===== config.mk =====
export PLATFORM = sky130hd
export DESIGN_NAME = cb_mode_sequencer_flat
export DESIGN_NICKNAME = d
export VERILOG_FILES = /design/src/rtl/cb_mode_sequencer_pkg.sv /design/src/rtl/cb_mode_sequencer_if.sv /design/src/rtl/cb_mode_sequencer.sv /design/src/flat_wrapper.sv
export SDC_FILE = /design/constraint.sdc
export NUM_CORES = 1
export LEC_CHECK = 0
export CORE_ASPECT_RATIO = 1.4
export CORE_UTILIZATION = 49
export CTS_CLUSTER_DIAMETER = 150
export CTS_CLUSTER_SIZE = 16
export DETAILED_ROUTE_END_ITERATION = 8
export PLACE_DENSITY = 0.8
export SYNTH_ARGS = -nofsm -noshare
export SYNTH_HDL_FRONTEND = slang
export SYNTH_SLANG_ARGS = --single-unit

===== constraint.sdc =====
create_clock -name clk_i -period 3.6 [get_ports clk_i]
set_clock_uncertainty 0.2 [all_clocks]
set_input_delay 0.72 -clock clk_i [delete_from_list [all_inputs] [get_ports clk_i]]
set_output_delay 0.72 -clock clk_i [all_outputs]
set_load 0.05 [all_outputs]

===== src/rtl/cb_mode_sequencer_pkg.sv =====
// Shared types for the safe-CPU-wrapper mode-change sequencer: FSM states,
// interrupt status codes and the latched configuration record.
package cb_mode_sequencer_pkg;

    typedef enum logic [2:0] {
        ST_IDLE    = 3'd0,
        ST_DRAIN   = 3'd1,
        ST_APPLY   = 3'd2,
        ST_START   = 3'd3,
        ST_RUN     = 3'd4,
        ST_DONE    = 3'd5,
        ST_TIMEOUT = 3'd6
    } seq_state_e;

    typedef enum logic [1:0] {
        STAT_NONE    = 2'b00,
        STAT_DONE    = 2'b01,
        STAT_TIMEOUT = 2'b10,
        STAT_ABORT   = 2'b11
    } seq_status_e;

    typedef struct packed {
        logic        safe_mode;
        logic [1:0]  safe_config;
        logic [2:0]  master_core;
        logic [31:0] boot_addr;
    } cfg_shadow_t;

    function automatic int max_int(input int a, input int b);
        return (a > b) ? a : b;
    endfunction

endpackage


===== src/rtl/cb_mode_sequencer_if.sv =====
// Control/status bundle between the CSR block, the sequencer and the safe CPU wrapper.
// master = CSR/hart side driving requests, slave = the sequencer.
interface cb_mode_sequencer_if #(
    parameter int NHARTS = 3
);
    logic              start_req_i;
    logic              abort_i;
    logic              irq_clr_i;
    logic              cfg_safe_mode_i;
    logic [1:0]        cfg_safe_config_i;
    logic [2:0]        cfg_master_core_i;
    logic [31:0]       cfg_boot_addr_i;
    logic [NHARTS-1:0] debug_mode_i;
    logic [NHARTS-1:0] sleep_i;
    logic              EndSw_i;

    logic              safe_mode_o;
    logic [1:0]        safe_configuration_o;
    logic [2:0]        master_core_o;
    logic [31:0]       boot_addr_o;
    logic              Start_o;
    logic [NHARTS-1:0] debug_req_o;
    logic              busy_o;
    logic [1:0]        status_o;
    logic              interrupt_o;

    modport master (
        output start_req_i, abort_i, irq_clr_i,
        output cfg_safe_mode_i, cfg_safe_config_i, cfg_master_core_i, cfg_boot_addr_i,
        output debug_mode_i, sleep_i, EndSw_i,
        input  safe_mode_o, safe_configuration_o, master_core_o, boot_addr_o,
        input  Start_o, debug_req_o, busy_o, status_o, interrupt_o
    );

    modport slave (
        input  start_req_i, abort_i, irq_clr_i,
        input  cfg_safe_mode_i, cfg_safe_config_i, cfg_master_core_i, cfg_boot_addr_i,
        input  debug_mode_i, sleep_i, EndSw_i,
        output safe_mode_o, safe_configuration_o, master_core_o, boot_addr_o,
        output Start_o, debug_req_o, busy_o, status_o, interrupt_o
    );

endinterface


===== src/rtl/cb_mode_sequencer.sv =====
// Safe-CPU-wrapper mode-change sequencer: drain harts, apply latched config, pulse Start, await EndSw.
// Optional hart halting during drain is enabled by defining CB_SEQ_DEBUG_HALT_EN.
//
// state      | meaning
// -----------+-----------------------------------------------------------
// ST_IDLE    | waiting for start_req_i; config captured on the request
// ST_DRAIN   | waiting for all harts quiescent, bounded by TIMEOUT_CYC
// ST_APPLY   | one cycle with the new config on the outputs
// ST_START   | Start_o held for START_CYC cycles
// ST_RUN     | waiting for EndSw_i
// ST_DONE    | one cycle, raises status DONE + interrupt on exit
// ST_TIMEOUT | one cycle, raises status TIMEOUT + interrupt on exit
module cb_mode_sequencer
    import cb_mode_sequencer_pkg::*;
#(
    parameter int NHARTS      = 3,
    parameter int TIMEOUT_CYC = 1024,
    parameter int START_CYC   = 4
) (
    input  logic             clk_i,
    input  logic             rst_i,
    cb_mode_sequencer_if.slave bus
);

    localparam int              CNT_W          = $clog2(max_int(TIMEOUT_CYC, START_CYC) + 1);
    localparam logic [CNT_W-1:0] CNT_TMO_LAST   = CNT_W'(TIMEOUT_CYC - 1);
    localparam logic [CNT_W-1:0] CNT_START_LAST = CNT_W'(START_CYC - 1);

    seq_state_e        r_state;
    seq_state_e        w_state_nxt;
    logic [CNT_W-1:0]  r_cnt;
    logic [CNT_W-1:0]  w_cnt_nxt;
    cfg_shadow_t       r_shadow;
    cfg_shadow_t       r_applied;
    cfg_shadow_t       w_cfg_in;
    seq_status_e       r_status;
    seq_status_e       w_status_nxt;
    logic              r_irq;
    logic [NHARTS-1:0] r_dbg_req;
    logic [NHARTS-1:0] w_dbg_nxt;
    logic [NHARTS-1:0] w_quiesce_mask;
    logic [NHARTS-1:0] w_halt_req;
    logic              w_quiescent;
    logic              w_abort;
    logic              w_set;
    logic              w_capture;
    logic              w_apply;

`ifdef CB_SEQ_DEBUG_HALT_EN
    // Harts already halted in debug count as quiescent; awake, running harts get a halt request.
    assign w_quiesce_mask = bus.debug_mode_i;
    assign w_halt_req     = ~bus.sleep_i & ~bus.debug_mode_i;
`else
    logic w_unused_debug_mode;
    assign w_unused_debug_mode = ^bus.debug_mode_i;
    assign w_quiesce_mask      = '0;
    assign w_halt_req          = '0;
`endif

    assign w_quiescent = &(bus.sleep_i | w_quiesce_mask);
    assign w_abort     = bus.abort_i && (r_state != ST_IDLE);
    assign w_cfg_in    = {bus.cfg_safe_mode_i, bus.cfg_safe_config_i,
                          bus.cfg_master_core_i, bus.cfg_boot_addr_i};

    always_ff @(posedge clk_i or posedge rst_i) begin
        if (rst_i) begin
            r_state <= ST_IDLE;
            r_cnt   <= '0;
        end else begin
            r_state <= w_state_nxt;
            r_cnt   <= w_cnt_nxt;
        end
    end

    always_comb begin
        w_state_nxt  = r_state;
        w_cnt_nxt    = r_cnt;
        w_status_nxt = r_status;
        w_set        = 1'b0;
        w_capture    = 1'b0;
        w_apply      = 1'b0;
        w_dbg_nxt    = '0;

        if (w_abort) begin
            w_state_nxt  = ST_IDLE;
            w_cnt_nxt    = '0;
            w_status_nxt = STAT_ABORT;
            w_set        = 1'b1;
        end else begin
            unique case (r_state)
                ST_IDLE: begin
                    if (bus.start_req_i) begin
                        w_state_nxt = ST_DRAIN;
                        w_cnt_nxt   = '0;
                        w_capture   = 1'b1;
                    end
                end
                ST_DRAIN: begin
                    if (w_quiescent) begin
                        w_state_nxt = ST_APPLY;
                        w_cnt_nxt   = '0;
                        w_apply     = 1'b1;
                    end else if (r_cnt == CNT_TMO_LAST) begin
                        w_state_nxt = ST_TIMEOUT;
                        w_cnt_nxt   = '0;
                    end else begin
                        w_cnt_nxt   = r_cnt + 1'b1;
                        w_dbg_nxt   = w_halt_req;
                    end
                end
                ST_APPLY: begin
                    w_state_nxt = ST_START;
                    w_cnt_nxt   = '0;
                end
                ST_START: begin
                    if (r_cnt == CNT_START_LAST) begin
                        w_state_nxt = ST_RUN;
                        w_cnt_nxt   = '0;
                    end else begin
                        w_cnt_nxt   = r_cnt + 1'b1;
                    end
                end
                ST_RUN: begin
                    if (bus.EndSw_i) begin
                        w_state_nxt = ST_DONE;
                    end
                end
                ST_DONE: begin
                    w_state_nxt  = ST_IDLE;
                    w_status_nxt = STAT_DONE;
                    w_set        = 1'b1;
                end
                ST_TIMEOUT: begin
                    w_state_nxt  = ST_IDLE;
                    w_status_nxt = STAT_TIMEOUT;
                    w_set        = 1'b1;
                end
                default: begin
                    w_state_nxt = ST_IDLE;
                    w_cnt_nxt   = '0;
                end
            endcase
        end
    end

    // A new status event takes priority over a clear arriving in the same cycle.
    always_ff @(posedge clk_i or posedge rst_i) begin
        if (rst_i) begin
            r_shadow  <= '0;
            r_applied <= '0;
            r_status  <= STAT_NONE;
            r_irq     <= 1'b0;
            r_dbg_req <= '0;
        end else begin
            if (w_capture) begin
                r_shadow <= w_cfg_in;
            end
            if (w_apply) begin
                r_applied <= r_shadow;
            end
            if (w_set) begin
                r_status <= w_status_nxt;
                r_irq    <= 1'b1;
            end else if (bus.irq_clr_i) begin
                r_status <= STAT_NONE;
                r_irq    <= 1'b0;
            end
            r_dbg_req <= w_dbg_nxt;
        end
    end

    assign bus.safe_mode_o          = r_applied.safe_mode;
    assign bus.safe_configuration_o = r_applied.safe_config;
    assign bus.master_core_o        = r_applied.master_core;
    assign bus.boot_addr_o          = r_applied.boot_addr;
    assign bus.Start_o              = (r_state == ST_START);
    assign bus.debug_req_o          = r_dbg_req;
    assign bus.busy_o               = (r_state != ST_IDLE);
    assign bus.status_o             = r_status;
    assign bus.interrupt_o          = r_irq;

endmodule

===== src/flat_wrapper.sv =====
// flat-port wrapper written by rule: the top's interface ports become plain ports
module cb_mode_sequencer_flat import cb_mode_sequencer_pkg::*;
#(
    parameter int NHARTS      = 3,
    parameter int TIMEOUT_CYC = 1024,
    parameter int START_CYC   = 4
)
  (clk_i, rst_i, bus_start_req_i, bus_abort_i, bus_irq_clr_i, bus_cfg_safe_mode_i, bus_cfg_safe_config_i, bus_cfg_master_core_i, bus_cfg_boot_addr_i, bus_debug_mode_i, bus_sleep_i, bus_EndSw_i, bus_safe_mode_o, bus_safe_configuration_o, bus_master_core_o, bus_boot_addr_o, bus_Start_o, bus_debug_req_o, bus_busy_o, bus_status_o, bus_interrupt_o);
  cb_mode_sequencer_if #(.NHARTS(NHARTS)) bus_i ();
  input  logic clk_i;
  input  logic rst_i;
  input wire logic [$bits(bus_i.start_req_i)-1:0] bus_start_req_i;
  input wire logic [$bits(bus_i.abort_i)-1:0] bus_abort_i;
  input wire logic [$bits(bus_i.irq_clr_i)-1:0] bus_irq_clr_i;
  input wire logic [$bits(bus_i.cfg_safe_mode_i)-1:0] bus_cfg_safe_mode_i;
  input wire logic [$bits(bus_i.cfg_safe_config_i)-1:0] bus_cfg_safe_config_i;
  input wire logic [$bits(bus_i.cfg_master_core_i)-1:0] bus_cfg_master_core_i;
  input wire logic [$bits(bus_i.cfg_boot_addr_i)-1:0] bus_cfg_boot_addr_i;
  input wire logic [$bits(bus_i.debug_mode_i)-1:0] bus_debug_mode_i;
  input wire logic [$bits(bus_i.sleep_i)-1:0] bus_sleep_i;
  input wire logic [$bits(bus_i.EndSw_i)-1:0] bus_EndSw_i;
  output wire logic [$bits(bus_i.safe_mode_o)-1:0] bus_safe_mode_o;
  output wire logic [$bits(bus_i.safe_configuration_o)-1:0] bus_safe_configuration_o;
  output wire logic [$bits(bus_i.master_core_o)-1:0] bus_master_core_o;
  output wire logic [$bits(bus_i.boot_addr_o)-1:0] bus_boot_addr_o;
  output wire logic [$bits(bus_i.Start_o)-1:0] bus_Start_o;
  output wire logic [$bits(bus_i.debug_req_o)-1:0] bus_debug_req_o;
  output wire logic [$bits(bus_i.busy_o)-1:0] bus_busy_o;
  output wire logic [$bits(bus_i.status_o)-1:0] bus_status_o;
  output wire logic [$bits(bus_i.interrupt_o)-1:0] bus_interrupt_o;
  assign bus_i.start_req_i = bus_start_req_i;
  assign bus_i.abort_i = bus_abort_i;
  assign bus_i.irq_clr_i = bus_irq_clr_i;
  assign bus_i.cfg_safe_mode_i = bus_cfg_safe_mode_i;
  assign bus_i.cfg_safe_config_i = bus_cfg_safe_config_i;
  assign bus_i.cfg_master_core_i = bus_cfg_master_core_i;
  assign bus_i.cfg_boot_addr_i = bus_cfg_boot_addr_i;
  assign bus_i.debug_mode_i = bus_debug_mode_i;
  assign bus_i.sleep_i = bus_sleep_i;
  assign bus_i.EndSw_i = bus_EndSw_i;
  assign bus_safe_mode_o = bus_i.safe_mode_o;
  assign bus_safe_configuration_o = bus_i.safe_configuration_o;
  assign bus_master_core_o = bus_i.master_core_o;
  assign bus_boot_addr_o = bus_i.boot_addr_o;
  assign bus_Start_o = bus_i.Start_o;
  assign bus_debug_req_o = bus_i.debug_req_o;
  assign bus_busy_o = bus_i.busy_o;
  assign bus_status_o = bus_i.status_o;
  assign bus_interrupt_o = bus_i.interrupt_o;
  cb_mode_sequencer #(.NHARTS(NHARTS), .TIMEOUT_CYC(TIMEOUT_CYC), .START_CYC(START_CYC)) u_core (.clk_i(clk_i), .rst_i(rst_i), .bus(bus_i));
endmodule

### Word level (Yosys, flattened, before mapping)

Cells that the tools add are included.

* add/sub/neg operators: 1
* equal/unequal tests: 14
* mux-type cells: 27
* reduce and logical (&&, ||, !) cells: 10

Operator list (count)
* $mux W11: 5
* $pmux W11 S4: 1
* $mux W3: 6
* $pmux W3 S5: 1
* $add A11 B1 Y11 const B: 1
* $eq A11 B10 Y1 const B: 1
* $eq A11 B2 Y1 const B: 1
* $mux W1: 10
* $eq A3 B3 Y1 const B: 3
* $eq A3 B2 Y1 const B: 2
* $mux W2: 3
* $ne A3 B2 Y1 const B: 2
* $ne A4 B1 Y1 const B: 1
* $ne A4 B3 Y1 const B: 1
* $pmux W2 S2: 1
* $reduce_and A2 Y1: 2
* $reduce_and A4 Y1: 1
* $eq A3 B1 Y1 const B: 1
* $logic_not A3 Y1: 1
* $ne A3 B1 Y1 const B: 1
* $reduce_and A3 Y1: 1
* $reduce_bool A3 Y1: 1
* $reduce_or A3 Y1: 1
* $ne A2 B1 Y1 const B: 1
* 3 further kinds: 3

* flip-flop bits (word level): 93
* input port bits: 50
* logic and storage cells: 64

### Logic depth before layout (Yosys ltp)

Gate-level depths: netlist (run 1).

* depth after elaboration: 6
* gate-level depth with buffers: 6

### Worst setup path after synthesis (run 1)

OpenSTA, ideal clock, no wires.

* path kind: reg2reg
* start point: register u_core.r_state[2]
* end point: register u_core.r_shadow[0] (netlist bit)
* arrival time: 2.084 ns
* slack: 1.191 ns
* cell stages (with the launch flop): 7
* path buffers: 3
* clock period less this slack: 2.409 ns
* path through: dfrtp_1 > or3_1 > clkbuf_1 > nor2_1 > buf_2 > buf_2 > mux2_2

* word-level cells in the longest chain between the ends: 3

RTL lines
* start, declared: line cb_mode_sequencer.sv:29 `seq_state_e r_state;`
* start signal, assigned: line cb_mode_sequencer.sv:70 `r_state <= w_state_nxt;`
* $reduce_bool A3 Y1
* net bus_busy_o: line flat_wrapper.sv:28 `output wire logic [$bits(bus_i.busy_o)-1:0] bus_busy_o;`
* $logic_and A1 B1 Y1: line cb_mode_sequencer.sv:61 `assign w_abort = bus.abort_i && (r_state != ST_IDLE);`
* $mux W1: line cb_mode_sequencer.sv:84 `if (w_abort) begin`
* end signal, assigned: line cb_mode_sequencer.sv:156 `r_shadow <= w_cfg_in;`
* end, declared: line cb_mode_sequencer.sv:33 `cfg_shadow_t r_shadow;`

The timed path passes the listed nets, and every way through them passes these cells.
A chain may end at the register's enable or synchronous reset.

### Worst setup path in the final report (run 1)

* start point: register u_core.r_state[2]
* end point: output port bus_busy_o

* word-level cells in the longest chain between the ends: 1

RTL lines
* $reduce_bool A3 Y1: line cb_mode_sequencer.sv:178 `assign bus.busy_o = (r_state != ST_IDLE);`
* end, declared: line flat_wrapper.sv:28

No other way between the ends.

==> results of run 1 <==
[cell usage in the layout (no fill, tap or decap), drive strengths merged, types with 5 or more instances in the layout]
cell           Yosys  final
o21ai              5      5
inv                5      5
mux2              76     76
nor2              12     12
nand2              8      8
nor3               7      7
buf               10      5
dfrtp             93     93
nand3              7      7
clkdlybuf4s50      0     89
a21oi              7      7
nand2b             5      5
clkbuf             4     11
[area by class of cell]
class	count	share of cell area
clock inverter	5	0.01625
timing repair buffer	94	0.1852
sequential	93	0.4580
multi-input combinational	170	0.2849
inverter	5	0.003940
tap	97	0.02389
clock buffer	11	0.02783
[flip-flops by register name (all words and copies together), names as in the netlist]
name                             cells
u_core.bus.boot_addr_o              32
u_core.bus.interrupt_o               1
u_core.bus.master_core_o             3
u_core.bus.safe_configuration_o      2
u_core.bus.safe_mode_o               1
u_core.bus.status_o                  2
u_core.r_cnt                        11
u_core.r_shadow                     38
u_core.r_state                       3
[cell families (layout without fill, tap and decap cells)]
kind of cell | Yosys count | in the layout | share of synthesized area
adders and majority gates | 1 | 1 | 0.003239
buffers and inverters | 19 | 115 | 0.02786
AOI/OAI and AO/OA | 36 | 36 | 0.06738
DFF | 93 | 93 | 0.6025
muxes | 76 | 76 | 0.2216
other | 1 | 3 | 0.0009709
and+or+nand+nor | 52 | 52 | 0.07192
xor gates and xnor gates | 2 | 2 | 0.004536
[routing by layer]
layer	track usage	up-vias	wire, µm
met2	0.3380	67	3931
met4	0.09569	0	165
met1	0.2354	1268	3013
met3	0.04936	12	356
met5	0	-	0
li1	-	1184	-
[critical path: stages, from the launching register on]
cell and delay (ps):
dfrtp_1 450, or3_1 500, clkdlybuf4s50_1 750
[per-stage QoR]
stage / util / total power, µW / cells
2_1_floorplan: - / 3284 / 282
3_3_place_gp: 0.6476 / 3932 / 459
3_5_place_dp: 0.6476 / 4004 / 459
4_1_cts: 0.6775 / 4786 / 475
5_1_grt: 0.6775 / 5003 / 475
6_report: 0.6775 / 4732 / 475
[where the power goes]
part           internal [µW]  switching [µW]  total, µW  leakage, µW
combinational            916            1300       2210     0.000924
clock                    413             354        767     0.000114
sequential              1500             250       1750      0.00116
[worst min-delay path by stage]
stage | startpoint | to | cells after the start | slack [ps]
floorplan | u_core.r_cnt[9]$_DFFE_PP0P_ | u_core.r_cnt[9]$_DFFE_PP0P_ | 1 | 270
global placement | u_core.r_shadow[30]$_DFFE_PP0P_ | u_core.bus.boot_addr_o[30]$_DFFE_PP0P_ | 1 | 280
detailed placement | u_core.r_shadow[34]$_DFFE_PP0P_ | u_core.r_shadow[34]$_DFFE_PP0P_ | 1 | 290
CTS | u_core.r_shadow[18]$_DFFE_PP0P_ | u_core.bus.boot_addr_o[18]$_DFFE_PP0P_ | 1 | 310
global route | u_core.r_shadow[14]$_DFFE_PP0P_ | u_core.r_shadow[14]$_DFFE_PP0P_ | 1 | 320
finish | u_core.bus.boot_addr_o[3]$_DFFE_PP0P_ | u_core.bus.boot_addr_o[3]$_DFFE_PP0P_ | 1 | 310
==> metrics.log, run 1 <==
[metrics] Final WS setup: 617.8 ps
[metrics] Worst Hold Margin: 307.8 ps
[metrics] root buffer cell: clkbuf_8
[metrics] number of violations reported at the end of detailed-routing iteration 0: 194
[metrics] largest net degree at the start of global routing: 94
[metrics] final worst-path cycle share: 0.8284
[metrics] Area after DPL: 4857 µm²
[metrics] post-synth cell types: 46
[metrics] fill count: 582
[metrics] Max Slew Vio Count: 0
[metrics] capture point of the worst reg-to-reg path: u_core.r_cnt[4]$_DFFE_PP0P_
[metrics] async set-or-reset flop fraction in the synthesized netlist: 1.000
[metrics] ANT cells: 0
[metrics] design area: 5081 µm²
[metrics] Post-synth EDFFs: 0
[metrics] setup violation total in the final timing report: 0
[metrics] sequential-to-total area share from yosys stat: 0.6025
[metrics] run status: finished clean
[metrics] starting density of the core: 0.5150
[metrics] critical path class: flop to primary output
[metrics] area grow syn2layout: 31.55%
[metrics] wire length of the first global-routing pass: 12650 µm
[metrics] number of detailed-routing iterations run before antenna repair: 4
[metrics] row cnt: 37
[metrics] slew of the pin with the lowest slew margin: 596.0 ps
[metrics] required time reported for the critical path endpoint: 2680 ps
[metrics] startpoint of the lowest-slack register-to-register path: u_core.r_cnt[0]$_DFFE_PP0P_
[metrics] Main synth FF type: dfrtp_1
[metrics] number of violations of the max-capacitance limit: 0
[metrics] Setup crit end kind: primary output
[metrics] CTS-repair resized insts: 0
[metrics] number of placed I/O pins: 96
[metrics] final routed wirelength across all metal layers: 7467 µm
[metrics] total global routing track utilization: 0.1989
[metrics] fraction of synthesized cell area taken by the top area cell type: 0.6025
[metrics] Static Leak: between 0.002 and 0.0025 µW
[metrics] input/output buffers: 89
[metrics] Critical Path Source: u_core.r_state[2]$_DFFE_PP0P_
[metrics] commonest cells in the synthesized netlist: dfrtp_1 (93), mux2_2 (76), nor2_1 (12)
[metrics] headroom to the max-slew limit: 0.6011
[metrics] Critical Path Fanout Max: 8
[metrics] average wire length per cell after detail routing: 15.72 µm
[metrics] number of antenna violations at the first check in global routing: 0
[metrics] cell area after synthesis: 3862 µm²
[metrics] HP Class: flop to flop
[metrics] cts-stage hold buffer count: 0
[metrics] slack of the worst reg-to-reg path: 1130 ps
[metrics] Worst setup endpoint: bus_busy_o
[metrics] count of clock tree sinks: 93
[metrics] footprint of the multi-input gates: 1448 µm²
[metrics] dominant cell by count in the synthesized netlist: dfrtp_1
[metrics] Synth Warn #: 0
[metrics] cell type with the highest aggregate area in the netlist: dfrtp_1
[metrics] die span in y: 107.1 µm
[metrics] via count of the first global-routing pass: 2691
[metrics] power per cell area: about 930 nW/µm²
[metrics] TritonCTS clock tree: yes
[metrics] top achievable clock speed: 335.3 MHz
[metrics] synthesis-stage register bit count: 93
[metrics] Post-CTS Repair Setup Buffers: 0
[metrics] DRC errors left: 0
[metrics] routability-driven placement congestion ratio: 0.8246
[metrics] Final Hold Violating Endpoints: 0
[metrics] worst endpoint data arrival time: 2060 ps
[metrics] Floorplan Core Area: ~7500 µm²
[metrics] dominant cells by area after synthesis: dfrtp_1 (60%), mux2_2 (22%), nor2_1 (1.2%), a21oi_1 (0.91%), nor3_1 (0.91%)
[metrics] vias: 2531
[metrics] category of the worst setup path launch point: flop
[metrics] Total Neg Setup Slack: 0 ps
[metrics] pre-CTS setup slack: 742.7 ps
[metrics] cell count after synthesis: 280
[metrics] RSZ-0062 raised after global routing: no
[metrics] global-route congestion overflow total: 0
[metrics] clock latency at the later pin of the worst-skew pair: 350 ps
[metrics] Mapped Avg Cell Area: 13.79 µm²
[metrics] maximum root-to-sink buffer count: 2
[metrics] die outline area: roughly 8000 µm²
[metrics] layout cell share with drive strength beyond 1: 0.2804
[metrics] fin crit period: 2982 ps
[metrics] number of H-tree levels: 3
[metrics] remaining antenna violation count after routing: 0
[metrics] Via density: 5.328
[metrics] TritonCTS Buffers: 9
[metrics] sequential standard cell area: about 2300 µm²
[metrics] worst vdd rail ir drop: 473.0 µV
[metrics] Register-to-Register Path Depth: 6
[metrics] register clock-pin slew on the reported worst setup and hold paths: about 90 ps
[metrics] Post-DP HPWL: between 5000 and 6000 µm
[metrics] Die Span X: 77.04 µm
[metrics] number of nets in the finished design: ~420
Note: power is estimated with default switching activity, not from simulation.
==> inputs of run 2 (changes only) <==
==> constraint.sdc (replaced) <==
create_clock -name clk_i -period 2.85 [get_ports clk_i]
set_clock_uncertainty 0.2 [all_clocks]
set_input_delay 0.57 -clock clk_i [delete_from_list [all_inputs] [get_ports clk_i]]
set_output_delay 0.57 -clock clk_i [all_outputs]
set_load 0.05 [all_outputs]
==> metrics.log, run 2 (synthesis gave the netlist of run 1 again) <==
[metrics] Final Hold Violating Endpoints: 0
[metrics] category of the worst setup path launch point: flop
[metrics] number of antenna violations at the first check in global routing: 0
[metrics] footprint of the multi-input gates: 1448 µm²
[metrics] number of violations of the max-capacitance limit: 0
[metrics] Post-DP HPWL: between 5000 and 6000 µm
[metrics] average wire length per cell after detail routing: roughly 16 µm
[metrics] TritonCTS Buffers: 9
[metrics] maximum root-to-sink buffer count: 2
[metrics] final worst-path cycle share: 0.8952
[metrics] RSZ-0062 raised after global routing: no
[metrics] clock latency at the later pin of the worst-skew pair: 360 ps
[metrics] die span in y: about 110 µm
[metrics] largest net degree at the start of global routing: 94
[metrics] run status: finished clean
[metrics] Crit path largest cell delay: 490 ps
[metrics] required time reported for the critical path endpoint: 2080 ps
[metrics] global-route congestion overflow total: 0
[metrics] wire length of the first global-routing pass: approximately 13000 µm
[metrics] DRC errors left: 0
[metrics] cell class contributing the biggest share of worst-path delay: simple AND/OR/NAND/NOR gates
[metrics] number of H-tree levels: 3
[metrics] number of placed I/O pins: 96
[metrics] via count of the first global-routing pass: approximately 2.8k
[metrics] Static Leak: 0.002200 µW
[metrics] Total Neg Setup Slack: 0 ps
[metrics] fill count: 582
[metrics] number of violations reported at the end of detailed-routing iteration 0: roughly 140
[metrics] Setup crit end kind: primary output
[metrics] row cnt: 37
[metrics] number of nets in the finished design: 427
[metrics] remaining antenna violation count after routing: 0
[metrics] list of cells traversed by the critical path: or3_1 -> dlygate4sd2_1
[metrics] cts-stage hold buffer count: 0
[metrics] slowest library cell on the worst path: or3_1
[metrics] final routed wirelength across all metal layers: around 7700 µm
[metrics] Die Span X: 77.04 µm
[metrics] buffering stage count on the worst path with inverters included: 1
[metrics] worst vdd rail ir drop: around 600 µV
[metrics] area grow syn2layout: 31.00%
[metrics] Floorplan Core Area: 7500 µm²
[metrics] worst endpoint data arrival time: 1780 ps
[metrics] design area: 5060 µm²
[metrics] top achievable clock speed: 392.0 MHz
[metrics] headroom to the max-slew limit: 0.5732
[metrics] share of power burned in registers: 0.380
[metrics] switching pwr: between 2000 and 2500 µW
[metrics] vias: about 2.6k
[metrics] HP Class: flop to flop
[metrics] root buffer cell: clkbuf_8
[metrics] net switching fraction of the power: 0.4131
[metrics] Top reg by flops: u_core.r_shadow
[metrics] power per cell area: around 1200 nW/µm²
[metrics] number of flip-flops in the largest register: 38
[metrics] fin crit period: about 2600 ps
[metrics] total global routing track utilization: 0.2023
[metrics] die outline area: between 8000 and 9000 µm²
[metrics] internal portion of total power: 3432 µW
[metrics] Max Slew Vio Count: 0
[metrics] setup violation total in the final timing report: 0
[metrics] most common library cell in the layout ignoring fill and taps: dfrtp_1
[metrics] layout cell share with drive strength beyond 1: 0.2842
[metrics] starting density of the core: 0.5150
[metrics] routability-driven placement congestion ratio: 0.8957
[metrics] register clock-pin slew on the reported worst setup and hold paths: around 90 ps
[metrics] proportion of power drawn by combinational gates: 0.483
[metrics] ANT cells: 0
[metrics] slew of the pin with the lowest slew margin: roughly 640 ps
[metrics] input/output buffers: 89
[metrics] critical path class: flop to primary output
[metrics] Clock Power Share: 0.137
[metrics] sequential standard cell area: 2327 µm²
[metrics] number of detailed-routing iterations run before antenna repair: 4
[metrics] Critical Path Fanout Max: 8
[metrics] Area after DPL: 4882 µm²
[metrics] most frequent cells in the layout: dfrtp_1 (93), clkdlybuf4s50_1 (87), mux2_2 (76)
[metrics] Via density: 5.453
[metrics] TritonCTS clock tree: yes
[metrics] count of clock tree sinks: 93
-- run 2: metrics by stage --
stage	instances	total power (µW)	worst slack [ps]	hold slack [ps]	util
after floorplan	282	4149	441.3	273.5	-
after global placement	462	4993	333.1	281.1	0.6510
final	477	5848	298.8	305.7	0.6747
after detailed placement	462	5095	281.2	292.5	0.6510
after CTS	477	5901	48.59	310.0	0.6743
after global routing	477	6172	198.8	323.3	0.6747
-- run 2: path summary, 6_finish.rpt --
| kind | start | to | slack (ps) | depth (start not counted) |
|---|---|---|---|---|
| max reg2reg | u_core.r_cnt[0]$_DFFE_PP0P_ | u_core.r_cnt[4]$_DFFE_PP0P_ | 310 | 6 |
| max | u_core.r_state[2]$_DFFE_PP0P_ | bus_busy_o | 300 | 2 |
| min reg2reg | u_core.r_shadow[33]$_DFFE_PP0P_ | u_core.bus.master_core_o[1]$_DFFE_PP0P_ | 310 | 1 |
| min | u_core.r_shadow[33]$_DFFE_PP0P_ | u_core.bus.master_core_o[1]$_DFFE_PP0P_ | 310 | 1 |
| max in group asynchronous | rst_i | u_core.r_shadow[20]$_DFFE_PP0P_ | 1600 | 3 |
| min in group asynchronous | rst_i | u_core.r_shadow[5]$_DFFE_PP0P_ | 510 | 3 |
-- run 2: area by class of cell --
type / count / area share
clock buffer: 12 / 0.03066
clock inverter: 3 / 0.004204
inverter: 5 / 0.004451
multi-input combinational: 170 / 0.2861
sequential: 93 / 0.4599
tap: 97 / 0.02399
timing repair buffer: 97 / 0.1907
-- run 2: power groups by stage --
| stage | Combinational, µW | Clock (µW) | Sequential [µW] |
|---|---|---|---|
| final | 2830 | 802 | 2220 |
| after global routing | 2990 | 879 | 2310 |
| after CTS | 2850 | 829 | 2220 |
| after global placement | 2800 | 0 | 2200 |
| after detailed placement | 2850 | 0 | 2250 |
| after floorplan | 1050 | 0 | 3100 |
-- run 2: timing repair --
item                                   4_1_cts  5_1_grt
setup endpoints to repair                    1        1
resized for setup                            1        1
endpoints found under the hold margin        0        0
setup buffers                                0        0
-- run 2: layer usage --
layer	routed length, µm	global-route usage
met2	4102	0.3584
met4	177	0.1078
met5	0	0
met1	3051	0.2223
met3	328	0.04936
==> inputs of run 3 (changes only) <==
--- a/config.mk
+++ b/config.mk
@@ -6,6 +6,7 @@
 export NUM_CORES = 1
 export LEC_CHECK = 0
 export CORE_ASPECT_RATIO = 1.4
+export CORE_MARGIN = 4
 export CORE_UTILIZATION = 49
 export CTS_CLUSTER_DIAMETER = 150
 export CTS_CLUSTER_SIZE = 16
==> metrics.log, run 3 (synthesis gave the netlist of run 1 again) <==
[metrics] run status: finished clean
[metrics] Static Leak: 0.002213 µW
[metrics] register clock-pin slew on the reported worst setup and hold paths: 90 ps
[metrics] Setup crit end kind: primary output
[metrics] worst hold path stage count: 1
[metrics] Final Instance Count excl. Fillers: approximately 480
[metrics] RSZ-0062 raised after global routing: no
[metrics] layout cell share with drive strength beyond 1: 0.2831
[metrics] startpoint of the most critical hold path: u_core.r_shadow[13]$_DFFE_PP0P_
[metrics] routability-driven placement congestion ratio: 0.8229
[metrics] most frequent cells in the layout: dfrtp_1 (93), clkdlybuf4s50_1 (87), mux2_2 (76)
[metrics] final worst-path cycle share: 0.9087
[metrics] slew of the pin with the lowest slew margin: 546.9 ps
[metrics] critical path class: flop to primary output
[metrics] root buffer cell: clkbuf_8
[metrics] via count of the first global-routing pass: 2673
[metrics] Total Neg Setup Slack: 0 ps
[metrics] count of clock tree sinks: 93
[metrics] number of nets in the finished design: 424
[metrics] remaining antenna violation count after routing: 0
[metrics] worst vdd rail ir drop: 692.9 µV
[metrics] vias: 2559
[metrics] startpoint of the lowest-slack register-to-register path: u_core.r_cnt[0]$_DFFE_PP0P_
[metrics] cell class contributing the biggest share of worst-path delay: simple AND/OR/NAND/NOR gates
[metrics] list of cells traversed by the critical path: or3_1 -> dlygate4sd2_1
[metrics] number of placed I/O pins: 96
[metrics] number of violations of the max-capacitance limit: 0
[metrics] power per cell area: 1171 nW/µm²
[metrics] number of H-tree levels: 3
[metrics] final routed wirelength across all metal layers: between 7000 and 8000 µm
[metrics] worst endpoint data arrival time: 1820 ps
[metrics] Floorplan Core Area: 7702 µm²
[metrics] DRC errors left: 0
[metrics] Via density: 5.354
[metrics] number of flip-flops in the largest register: 38
[metrics] clock latency at the later pin of the worst-skew pair: 370 ps
[metrics] total global routing track utilization: 0.1709
[metrics] die span in y: 113.1 µm
[metrics] required time reported for the critical path endpoint: between 2000 and 2500 ps
[metrics] average wire length per cell after detail routing: 16.34 µm
[metrics] Max Slew Vio Count: 0
[metrics] TritonCTS Buffers: 9
[metrics] Register-to-Register Path Depth: 6
[metrics] slack of the worst reg-to-reg path: ~380 ps
[metrics] area grow syn2layout: 32.20%
[metrics] wire length of the first global-routing pass: 12650 µm
[metrics] Post-DP HPWL: between 5000 and 6000 µm
[metrics] maximum root-to-sink buffer count: 2
[metrics] capture point of the worst reg-to-reg path: u_core.r_cnt[4]$_DFFE_PP0P_
[metrics] buffering stage count on the worst path with inverters included: 1
[metrics] Crit path largest cell delay: 520 ps
[metrics] largest net degree at the start of global routing: 94
[metrics] Final Hold Violating Endpoints: 0
[metrics] setup violation total in the final timing report: 0
[metrics] global-route congestion overflow total: 0
[metrics] headroom to the max-slew limit: 0.6342
[metrics] category of the worst setup path launch point: flop
[metrics] die outline area: 9387 µm²
[metrics] input/output buffers: 89
[metrics] Critical Path Fanout Max: 8
[metrics] Post-CTS Repair Setup Buffers: 0
[metrics] fin crit period: 2590 ps
[metrics] dpl cells: 462
[metrics] TritonCTS clock tree: yes
[metrics] Top reg by flops: u_core.r_shadow
[metrics] Hold Path Sink: u_core.bus.boot_addr_o[13]$_DFFE_PP0P_
[metrics] HP Class: flop to flop
[metrics] top achievable clock speed: between 300 and 400 MHz
[metrics] starting density of the core: 0.5015
[metrics] most common library cell in the layout ignoring fill and taps: dfrtp_1
[metrics] slowest library cell on the worst path: or3_1
[metrics] number of detailed-routing iterations run before antenna repair: 4
[metrics] number of antenna violations at the first check in global routing: 0
[metrics] row cnt: 38
[metrics] ANT cells: 0
[metrics] Die Span X: just over 80 µm
[metrics] number of violations reported at the end of detailed-routing iteration 0: 222
-- run 3: cell count changes in the layout (fill, tap and decap cells not counted), sizes merged --
| cell | previous run | this run |
|---|---|---|
| buf | 8 | 5 |
| inv | 4 | 6 |
| bufinv | 0 | 1 |
| clkbuf | 12 | 11 |
| clkinvlp | 2 | 1 |
-- run 3: metrics by stage --
step / hold slack (ps) / total power, µW / utilization / area [µm²] / setup WS [ps]
CTS: 310.1 / 6054 / 0.6626 / 5104 / 45.71
finish: 305.3 / 5978 / 0.6629 / 5106 / 260.2
floorplan: 273.5 / 4149 / - / 3874 / 441.3
global placement: 281.3 / 5013 / 0.6347 / 4888 / 293.6
global route: 322.7 / 6298 / 0.6629 / 5106 / 203.2
detailed placement: 291.2 / 5118 / 0.6347 / 4888 / 282.8
-- run 3: repair_timing --
item	4_1_cts	5_1_grt
endpoints found under the hold margin	0	0
resized for setup	1	1
setup endpoints to repair	1	1
hold buffers	0	0
pin swaps	0	0
-- run 3: worst max-delay path by stage --
stage	start	endpoint	slack, ps	depth (start not counted)
after detailed placement	bus_abort_i	u_core.r_cnt[8]$_DFFE_PP0P_	280	6
after CTS	u_core.r_state[2]$_DFFE_PP0P_	bus_Start_o	50	3
after global routing	u_core.r_state[2]$_DFFE_PP0P_	bus_busy_o	200	2
after global placement	bus_abort_i	u_core.r_cnt[8]$_DFFE_PP0P_	290	6
final	u_core.r_state[2]$_DFFE_PP0P_	bus_busy_o	260	2
after floorplan	u_core.r_state[2]$_DFFE_PP0P_	u_core.r_shadow[0]$_DFFE_PP0P_	440	6
-- run 3: metal layers --
layer	global-route usage	routed length, µm	up-vias
met3	0.05608	418	14
met1	0.1892	3097	1282
li1	-	-	1188
met4	0.08070	160	0
met5	0	0	-
met2	0.2966	4134	75
-- run 3: area by class of cell --
class | count | area (µm²)
clock buffer | 11 | 151.4
sequential | 93 | 2327
fill | 601 | 2596
tap | 100 | 125.1
clock inverter | 5 | 65.06
inverter | 5 | 22.52
timing repair buffer | 94 | 967.2
multi-input combinational | 170 | 1448
-- run 3: worst register-to-register path, cell delays in order, from the launching register on --
cell     delay, ps
dfrtp_1        400
ha_1           280
nand3_2        140
or4_4          570
a32o_2         360
and3_1         200
a211o_1        220
-- run 3: where the power goes --
group / switching [µW] / internal, µW
sequential: 312 / 1900
clock: 471 / 463
combinational: 1660 / 1180
total: 2440 / 3530
